## src/rtl/count_sampler_pkg.sv

```systemverilog
// Shared types and helpers for the counter sampler: checker states and the
// wrapping increment used to form the expected next sample.
package count_sampler_pkg;

    localparam int unsigned CNT_MAX_W = 64;

    typedef enum logic [1:0] {
        IDLE   = 2'd0,
        TRACK  = 2'd1,
        RESYNC = 2'd2
    } state_e;

    // Callers truncate the result to their own width, which gives the modulo wrap.
    function automatic logic [CNT_MAX_W-1:0] next_cnt(input logic [CNT_MAX_W-1:0] v);
        return v + CNT_MAX_W'(1);
    endfunction

endpackage

```

## src/rtl/sample_fifo.sv

```systemverilog
// Small sample buffer with a registered head. Pointers carry one extra bit
// so that the full and empty conditions can be told apart.
module sample_fifo #(
    parameter int unsigned WIDTH      = 8,
    parameter int unsigned FIFO_DEPTH = 4
) (
    input  logic             clk,
    input  logic             rst,
    input  logic             push,
    input  logic [WIDTH-1:0] push_data,
    input  logic             pop,
    output logic [WIDTH-1:0] head,
    output logic             empty,
    output logic             full
);

    localparam int unsigned AW = $clog2(FIFO_DEPTH);
    localparam int unsigned PW = AW + 1;

    logic [WIDTH-1:0] mem [FIFO_DEPTH];
    logic [PW-1:0]    wr_ptr;
    logic [PW-1:0]    rd_ptr;
    logic             wr_en;
    logic             rd_en;

    assign empty = (wr_ptr == rd_ptr);
    assign full  = (wr_ptr[AW] != rd_ptr[AW]) && (wr_ptr[AW-1:0] == rd_ptr[AW-1:0]);

    // A push into a full buffer is only accepted when the head leaves in the same cycle.
    assign wr_en = push && (!full || pop);
    assign rd_en = pop && !empty;

    always_ff @(posedge clk) begin
        if (rst) begin
            wr_ptr <= '0;
            rd_ptr <= '0;
            for (int i = 0; i < int'(FIFO_DEPTH); i++) begin
                mem[i] <= '0;
            end
        end else begin
            if (wr_en) begin
                mem[wr_ptr[AW-1:0]] <= push_data;
                wr_ptr              <= wr_ptr + PW'(1);
            end
            if (rd_en) begin
                rd_ptr <= rd_ptr + PW'(1);
            end
        end
    end

    assign head = mem[rd_ptr[AW-1:0]];

endmodule

```

## src/rtl/count_sampler.sv

```systemverilog
// Samples an upstream free-running counter every cycle, checks that it steps
// by one (modulo 2^WIDTH), and forwards the samples over valid/ready.
module count_sampler
    import count_sampler_pkg::*;
#(
    parameter int unsigned WIDTH      = 8,
    parameter int unsigned FIFO_DEPTH = 4,
    parameter int unsigned ERR_CNT_W  = 8
) (
    input  logic                 clk,
    input  logic                 rst,
    input  logic [WIDTH-1:0]     cnt_i,
    input  logic                 cnt_vld_i,
    output logic [WIDTH-1:0]     smp_data_o,
    output logic                 smp_vld_o,
    input  logic                 smp_rdy_i,
    output logic                 err_o,
    output logic [ERR_CNT_W-1:0] err_cnt_o,
    output logic                 ovf_o
);

    state_e               state_q;
    state_e               state_d;
    logic [WIDTH-1:0]     exp_q;
    logic [WIDTH-1:0]     exp_d;
    logic                 err_q;
    logic                 err_d;
    logic [ERR_CNT_W-1:0] err_cnt_q;
    logic [ERR_CNT_W-1:0] err_cnt_d;
    logic                 ovf_q;
    logic                 ovf_d;

    logic                 push;
    logic                 pop;
    logic                 fifo_empty;
    logic                 fifo_full;

    assign pop = !fifo_empty && smp_rdy_i;

    // Checker: every valid sample is pushed; only samples after the first are compared.
    always_comb begin
        state_d   = state_q;
        exp_d     = exp_q;
        err_d     = err_q;
        err_cnt_d = err_cnt_q;
        push      = 1'b0;

        if (cnt_vld_i) begin
            push  = 1'b1;
            exp_d = WIDTH'(next_cnt(CNT_MAX_W'(cnt_i)));
            case (state_q)
                IDLE: begin
                    state_d = TRACK;
                end
                TRACK, RESYNC: begin
                    if (cnt_i != exp_q) begin
                        err_d   = 1'b1;
                        state_d = RESYNC;
                        if (err_cnt_q != '1) begin
                            err_cnt_d = err_cnt_q + ERR_CNT_W'(1);
                        end
                    end else begin
                        state_d = TRACK;
                    end
                end
                default: begin
                    state_d = IDLE;
                end
            endcase
        end

        ovf_d = ovf_q | (push && fifo_full && !pop);
    end

    always_ff @(posedge clk) begin
        if (rst) begin
            state_q   <= IDLE;
            exp_q     <= '0;
            err_q     <= 1'b0;
            err_cnt_q <= '0;
            ovf_q     <= 1'b0;
        end else begin
            state_q   <= state_d;
            exp_q     <= exp_d;
            err_q     <= err_d;
            err_cnt_q <= err_cnt_d;
            ovf_q     <= ovf_d;
        end
    end

    sample_fifo #(
        .WIDTH      (WIDTH),
        .FIFO_DEPTH (FIFO_DEPTH)
    ) u_fifo (
        .clk       (clk),
        .rst       (rst),
        .push      (push),
        .push_data (cnt_i),
        .pop       (pop),
        .head      (smp_data_o),
        .empty     (fifo_empty),
        .full      (fifo_full)
    );

    assign smp_vld_o = !fifo_empty;
    assign err_o     = err_q;
    assign err_cnt_o = err_cnt_q;
    assign ovf_o     = ovf_q;

endmodule

```

## config.mk

```make
export PLATFORM = sky130hd
export DESIGN_NAME = count_sampler
export DESIGN_NICKNAME = d
export VERILOG_FILES = /design/src/rtl/count_sampler_pkg.sv /design/src/rtl/sample_fifo.sv /design/src/rtl/count_sampler.sv
export SDC_FILE = /design/constraint.sdc
export NUM_CORES = 1
export LEC_CHECK = 0
export CORE_UTILIZATION = 45
export DETAILED_ROUTE_END_ITERATION = 10
export PLACE_DENSITY = 0.66
export SYNTH_ARGS = -nofsm -noshare
export SYNTH_HDL_FRONTEND = slang
export SYNTH_HIERARCHICAL = 1
export SYNTH_SLANG_ARGS = --single-unit
export TNS_END_PERCENT = 1
```

## constraint.sdc

```tcl
create_clock -name clk -period 5.1 [get_ports clk]
set_clock_uncertainty 0.1 [all_clocks]
set_input_delay 1.02 -clock clk [delete_from_list [all_inputs] [get_ports clk]]
set_output_delay 1.02 -clock clk [all_outputs]
set_load 0.01 [all_outputs]
```

* Yosys cells after proc, flatten, opt, wreduce, memory -nomap -nowiden
Memory sizes are Yosys's and may differ from the RTL's. A register that Yosys moved wholly into a read port is not among the register bits. Index checks and enable logic that the tools add are counted.
Operators by class: add/subtract/negate cells 4, equal/unequal tests 7, muxes and demuxes 13, bitwise operators 1, reduce and logical (&&, ||, !) cells 15
Operator list (count):
- adder 8 x 1 -> 8 bit (second input constant) | 2
- 2-to-1 mux 2 bit | 4
- 2-to-1 mux 8 bit | 1
- inequality test 8 bit | 1
- inequality test 8 bit (second input constant) | 1
- OR reduction 8 bit | 1
- 2-to-1 mux 1 bit | 7
- adder 3 x 1 -> 3 bit (second input constant) | 2
- logical AND 1 bit | 6
- case mux 2 bit (2 select lines) | 1
- AND reduction 4 bit | 1
- == test 3 bit | 1
- zero test 1 bit | 3
- AND reduction 3 bit | 1
- == test 2 x 1 -> 1 bit (second input constant) | 1
- == test 2 bit | 1
- == test 2 bit (second input constant) | 1
- zero test 2 bit | 1
- OR reduction 2 bit | 1
- logical OR 1 bit | 1
- inequality test 1 bit | 1
- OR 1 bit | 1
Word-level totals: flip-flop bits (word level) 26, memory bits (writable) 32, input port bits 12, output and inout bits 19, word-level logic and storage cells 48, memories kept 1
Memory list:
- u_fifo.mem | depth 4, width 8, rd ports 1, clocked after memory_dff 1, write ports 4, RTL line sample_fifo.sv:20 | logic [WIDTH-1:0] mem [FIFO_DEPTH];

* Longest topological paths before layout
depth after elaboration 10, mapped depth 8

* Modules after synthesis
Netlist, hierarchy kept.
Modules (own cells, without submodules):
- sample_fifo | times used 1, cells an instance 144, area an instance 1921.8 um2, seq. area each 1121.1 um2
- count_sampler | times used 1, cells an instance 123, area an instance 1064.8 um2, seq. area each 400.4 um2

* Worst setup path after synthesis
OpenSTA, ideal clock, no wires.
path kind in2reg, start point input smp_rdy_i, end point memory u_fifo.mem[0][0], enable pin, library setup time 0.375 ns, data arrival time 2.178 ns, slack 2.448 ns, stages on the path 4, buffers on the path 1, cell sequence nor2b_1 -> o41ai_4 -> buf_6 -> o21bai_1
RTL lines:
- from (decl) | RTL line count_sampler.sv:16 | input logic smp_rdy_i,
- to (decl) | RTL line sample_fifo.sv:20

==> reports/qor.json <==
{
  "netlist_area": {"value": 0.00299, "unit": "mm2"},
  "num_antenna_cells": {"value": 0},
  "critical_path_start_type": {"value": "flop"},
  "drc_markers": {"value": 0},
  "xor_and_xnor_fraction_of_the_mapped_netlist_area": {"value": 0.0587},
  "drt-initial-drc-count": {"value": 125},
  "instance_count_of_the_mapped_netlist": {"value": 267},
  "hold_path_class": {"value": "reg -> reg"},
  "timing.final.crit_period": {"value": 3.17, "unit": "ns"},
  "timing.slew.headroom": {"value": 0.508},
  "tritoncts_clock_tree": {"value": "done"},
  "final.setup.tns": {"value": 0, "unit": "ns"},
  "grt_start_max_net_pins": {"value": 43},
  "dp_hpwl": {"value": 3.87, "unit": "mm"},
  "synth-adder-area-share": {"value": 0.0251},
  "path_cells": {"value": "mux4_2 > clkdlybuf4s50_1"},
  "cts_resized": {"value": 0},
  "nets": {"value": 314},
  "synth_area_leader_cell": {"value": "sky130_fd_sc_hd__edfxtp_1"},
  "synth_top_family_by_area": {"value": "simple AND/OR/NAND/NOR gates"},
  "syn_avg_cell_area": {"value": 11.2, "unit": "um2"},
  "critPathMaxFanout": {"value": 8},
  "postCtsHoldBufs": {"value": 0},
  "synth-compound-area-share": {"value": 0.0859},
  "final_layout_size_suffix_gt1_frac": {"value": 0.126},
  "drt-pass1-iter-count": {"value": 4},
  "ctsRootBufferMaster": {"value": "sky130_fd_sc_hd__clkbuf_8"},
  "grt.overflow.total": {"value": 0},
  "cpPeakStageDelay": {"value": 0.65, "unit": "ns"},
  "hold_viol_final": {"value": 0},
  "gr-usage-all-layers": {"value": 0.176},
  "irDropWorstVdd": {"value": 0.181, "unit": "mV"},
  "max-cap-violations": {"value": 0},
  "mapped_nets": {"value": 285},
  "die_h": {"value": 83.5, "unit": "um"},
  "worstSkewPairLatency": {"value": 0.34, "unit": "ns"},
  "power-per-cell-area": {"value": 350, "unit": "mW/mm2"},
  "netlist.area_leader.share": {"value": 0.322},
  "synth.top_cells.by_area": {"value": "sky130_fd_sc_hd__edfxtp_1, sky130_fd_sc_hd__dfxtp_1, sky130_fd_sc_hd__mux4_2, sky130_fd_sc_hd__nor3_1, sky130_fd_sc_hd__nor2_1"},
  "cts_inserted_buffers": {"value": 9},
  "synth.distinct_cells": {"value": 47},
  "timing.critical_path.arrival": {"value": 2.05, "unit": "ns"},
  "cellLeakagePower": {"value": 1.32, "unit": "nW"},
  "slowest_stage": {"value": "sky130_fd_sc_hd__dfxtp_1"},
  "floorplan.initialDensity": {"value": 0.468},
  "fp-row-count": {"value": 29},
  "crit_type": {"value": "reg -> out"},
  "clockBufferDepth": {"value": 2},
  "muxShareOfSynthArea": {"value": 0.100},
  "finalSetupViolations": {"value": 0},
  "fill_cells": {"value": 563},
  "clkSlewWorstSetupHoldPaths": {"value": 0.08, "unit": "ns"},
  "report.final.slew_viol_count": {"value": 0},
  "worst_pin_slew": {"value": 0.736, "unit": "ns"},
  "post-route-period-util": {"value": 0.621},
  "floorplan.die.width": {"value": 83.5, "unit": "um"},
  "numClockSinks": {"value": 60},
  "maxClockFrequency": {"value": 316, "unit": "MHz"},
  "number_of_antenna_violations_at_the_first_check_in_global_routing": {"value": 0},
  "floorplan.die_area": {"value": 0.00697, "unit": "mm2"},
  "gr-usage-met1": {"value": 0.226},
  "postSynth.asyncResetShare": {"value": 0},
  "synth-edff-count": {"value": 32},
  "first_global_vias": {"value": 1963},
  "grtUsageMet3": {"value": 0.0396},
  "quantity_of_i_o_buffers_inserted_on_ports": {"value": 30},
  "layout_common_cells": {"value": "sky130_fd_sc_hd__nor2_1, sky130_fd_sc_hd__edfxtp_1, sky130_fd_sc_hd__clkdlybuf4s50_1"},
  "placeableCoreArea": {"value": 0.00639, "unit": "mm2"},
  "vias_per_cell": {"value": 5.34},
  "grt_util_met2": {"value": 0.281},
  "post-cts-setup-buffer-count": {"value": 0},
  "grt_setup_unrepaired": {"value": "no"},
  "via_count": {"value": 2019},
  "timing.critical_path.to_type": {"value": "output port"},
  "synth_sequential_area_ratio": {"value": 0.509},
  "totalWireLength": {"value": 5.64, "unit": "mm"},
  "whs": {"value": 0.395, "unit": "ns"},
  "detail-route-antenna-nets": {"value": 0},
  "synth_simple_gate_area_frac": {"value": 0.175},
  "cp.required": {"value": 3.98, "unit": "ns"},
  "synth_seq_cells": {"value": 60},
  "synth_warnings": {"value": 6},
  "grt_pass1_wl": {"value": 9.57, "unit": "mm"},
  "syn2layout_area_growth": {"value": 19.5, "unit": "%"},
  "routed_wirelength_normalized_by_instance_count": {"value": 14.9, "unit": "um"},
  "ctsHtreeMaxLevel": {"value": 3},
  "grt.busiest_layer": {"value": "met2"},
  "place.gp.congestion": {"value": 0.740},
  "yosys_most_used_dff": {"value": "sky130_fd_sc_hd__edfxtp_1"},
  "boundaryPins": {"value": 31},
  "outcome": {"value": "complete, no violations"}
}
[kinds of logic (layout without fill, tap and decap cells)]
logic type                 count (synthesis)  after routing
AOI/OAI and AO/OA                         29             29
and+or+nand+nor                          104            104
buffers and inverters                     29             63
muxes                                     19             19
adders and majority gates                  6              6
xor gates and xnor gates                  20             20
DFF                                       60             60
[state kept, by name, indices dropped and copies added (netlist names), named ones only]
| register | cells |
|---|---|
| exp_q | 8 |
| u_fifo/rd_ptr | 3 |
| u_fifo/mem | 32 |
| state_q | 2 |
| u_fifo/wr_ptr | 3 |
| ovf_o | 1 |
| err_cnt_o | 8 |
| err_o | 1 |
[worst max-delay path, delay by kind of cell (launching register included)]
kind	cells	cell delay, ns
mux	1	0.57
buf+inv	1	0.49
flops	1	0.65
[worst paths after layout]
kind,start,end,slack (ns),cells past startpoint
hold / removal,err_o$_SDFFE_PP0P_,err_o$_SDFFE_PP0P_,0.39,2
hold reg to reg,err_o$_SDFFE_PP0P_,err_o$_SDFFE_PP0P_,0.39,2
setup / recovery,flop,smp_data_o[1],1.93,2
setup reg to reg,u_fifo/wr_ptr[0]$_SDFFE_PP0P_,u_fifo/mem[0][5]$_SDFFCE_PN0P_,2.27,7
[power breakdown]
group          leakage, nW  switching [mW]  internal, mW
Clock                0.120           0.200         0.328
Sequential           0.561          0.0209         0.539
Combinational        0.641          0.0812        0.0792
Total                 1.32           0.302         0.946
[layer usage]
metal | up-vias | part of all wire
met3 | 7 | 0.031
met4 | 0 | 0.018
met1 | 949 | 0.48
li1 | 1031 | -
met2 | 32 | 0.47
met5 | - | 0
[synthesized netlist by cell type (7+ instances only)]
library cell,instances
sky130_fd_sc_hd__nand2b_1,10
sky130_fd_sc_hd__nor2_1,32
sky130_fd_sc_hd__nor2b_1,8
sky130_fd_sc_hd__nand2_1,10
sky130_fd_sc_hd__inv_1,14
sky130_fd_sc_hd__edfxtp_1,32
sky130_fd_sc_hd__nor3_1,24
sky130_fd_sc_hd__xnor2_1,7
sky130_fd_sc_hd__xor2_1,13
sky130_fd_sc_hd__a211oi_1,8
sky130_fd_sc_hd__dfxtp_1,28
sky130_fd_sc_hd__mux4_2,8
[per-stage QoR]
step / power (mW) / area (um2) / cells / util / setup slack [ns]
floorplan: 0.673 / 2990 / 267 / - / 2.45
global placement: 0.729 / 3320 / 362 / 0.520 / 1.65
detailed placement: 0.732 / 3320 / 362 / 0.520 / 1.61
CTS: 1.26 / 3570 / 378 / 0.559 / 1.88
global route: 1.30 / 3570 / 378 / 0.559 / 1.82
finish: 1.25 / 3570 / 378 / 0.559 / 1.93
[final cells by class]
type / instances / area (um2) / share of cell area
clock inverters: 7 / 124 / 0.0347
flip-flops and latches: 60 / 1520 / 0.426
repair buffers: 33 / 323 / 0.0905
multi-input cells: 178 / 1330 / 0.372
inverters: 14 / 52.6 / 0.0147
clock buffers: 9 / 124 / 0.0347
well taps: 77 / 96.3 / 0.0270
(Power assumes the default switching activity.)
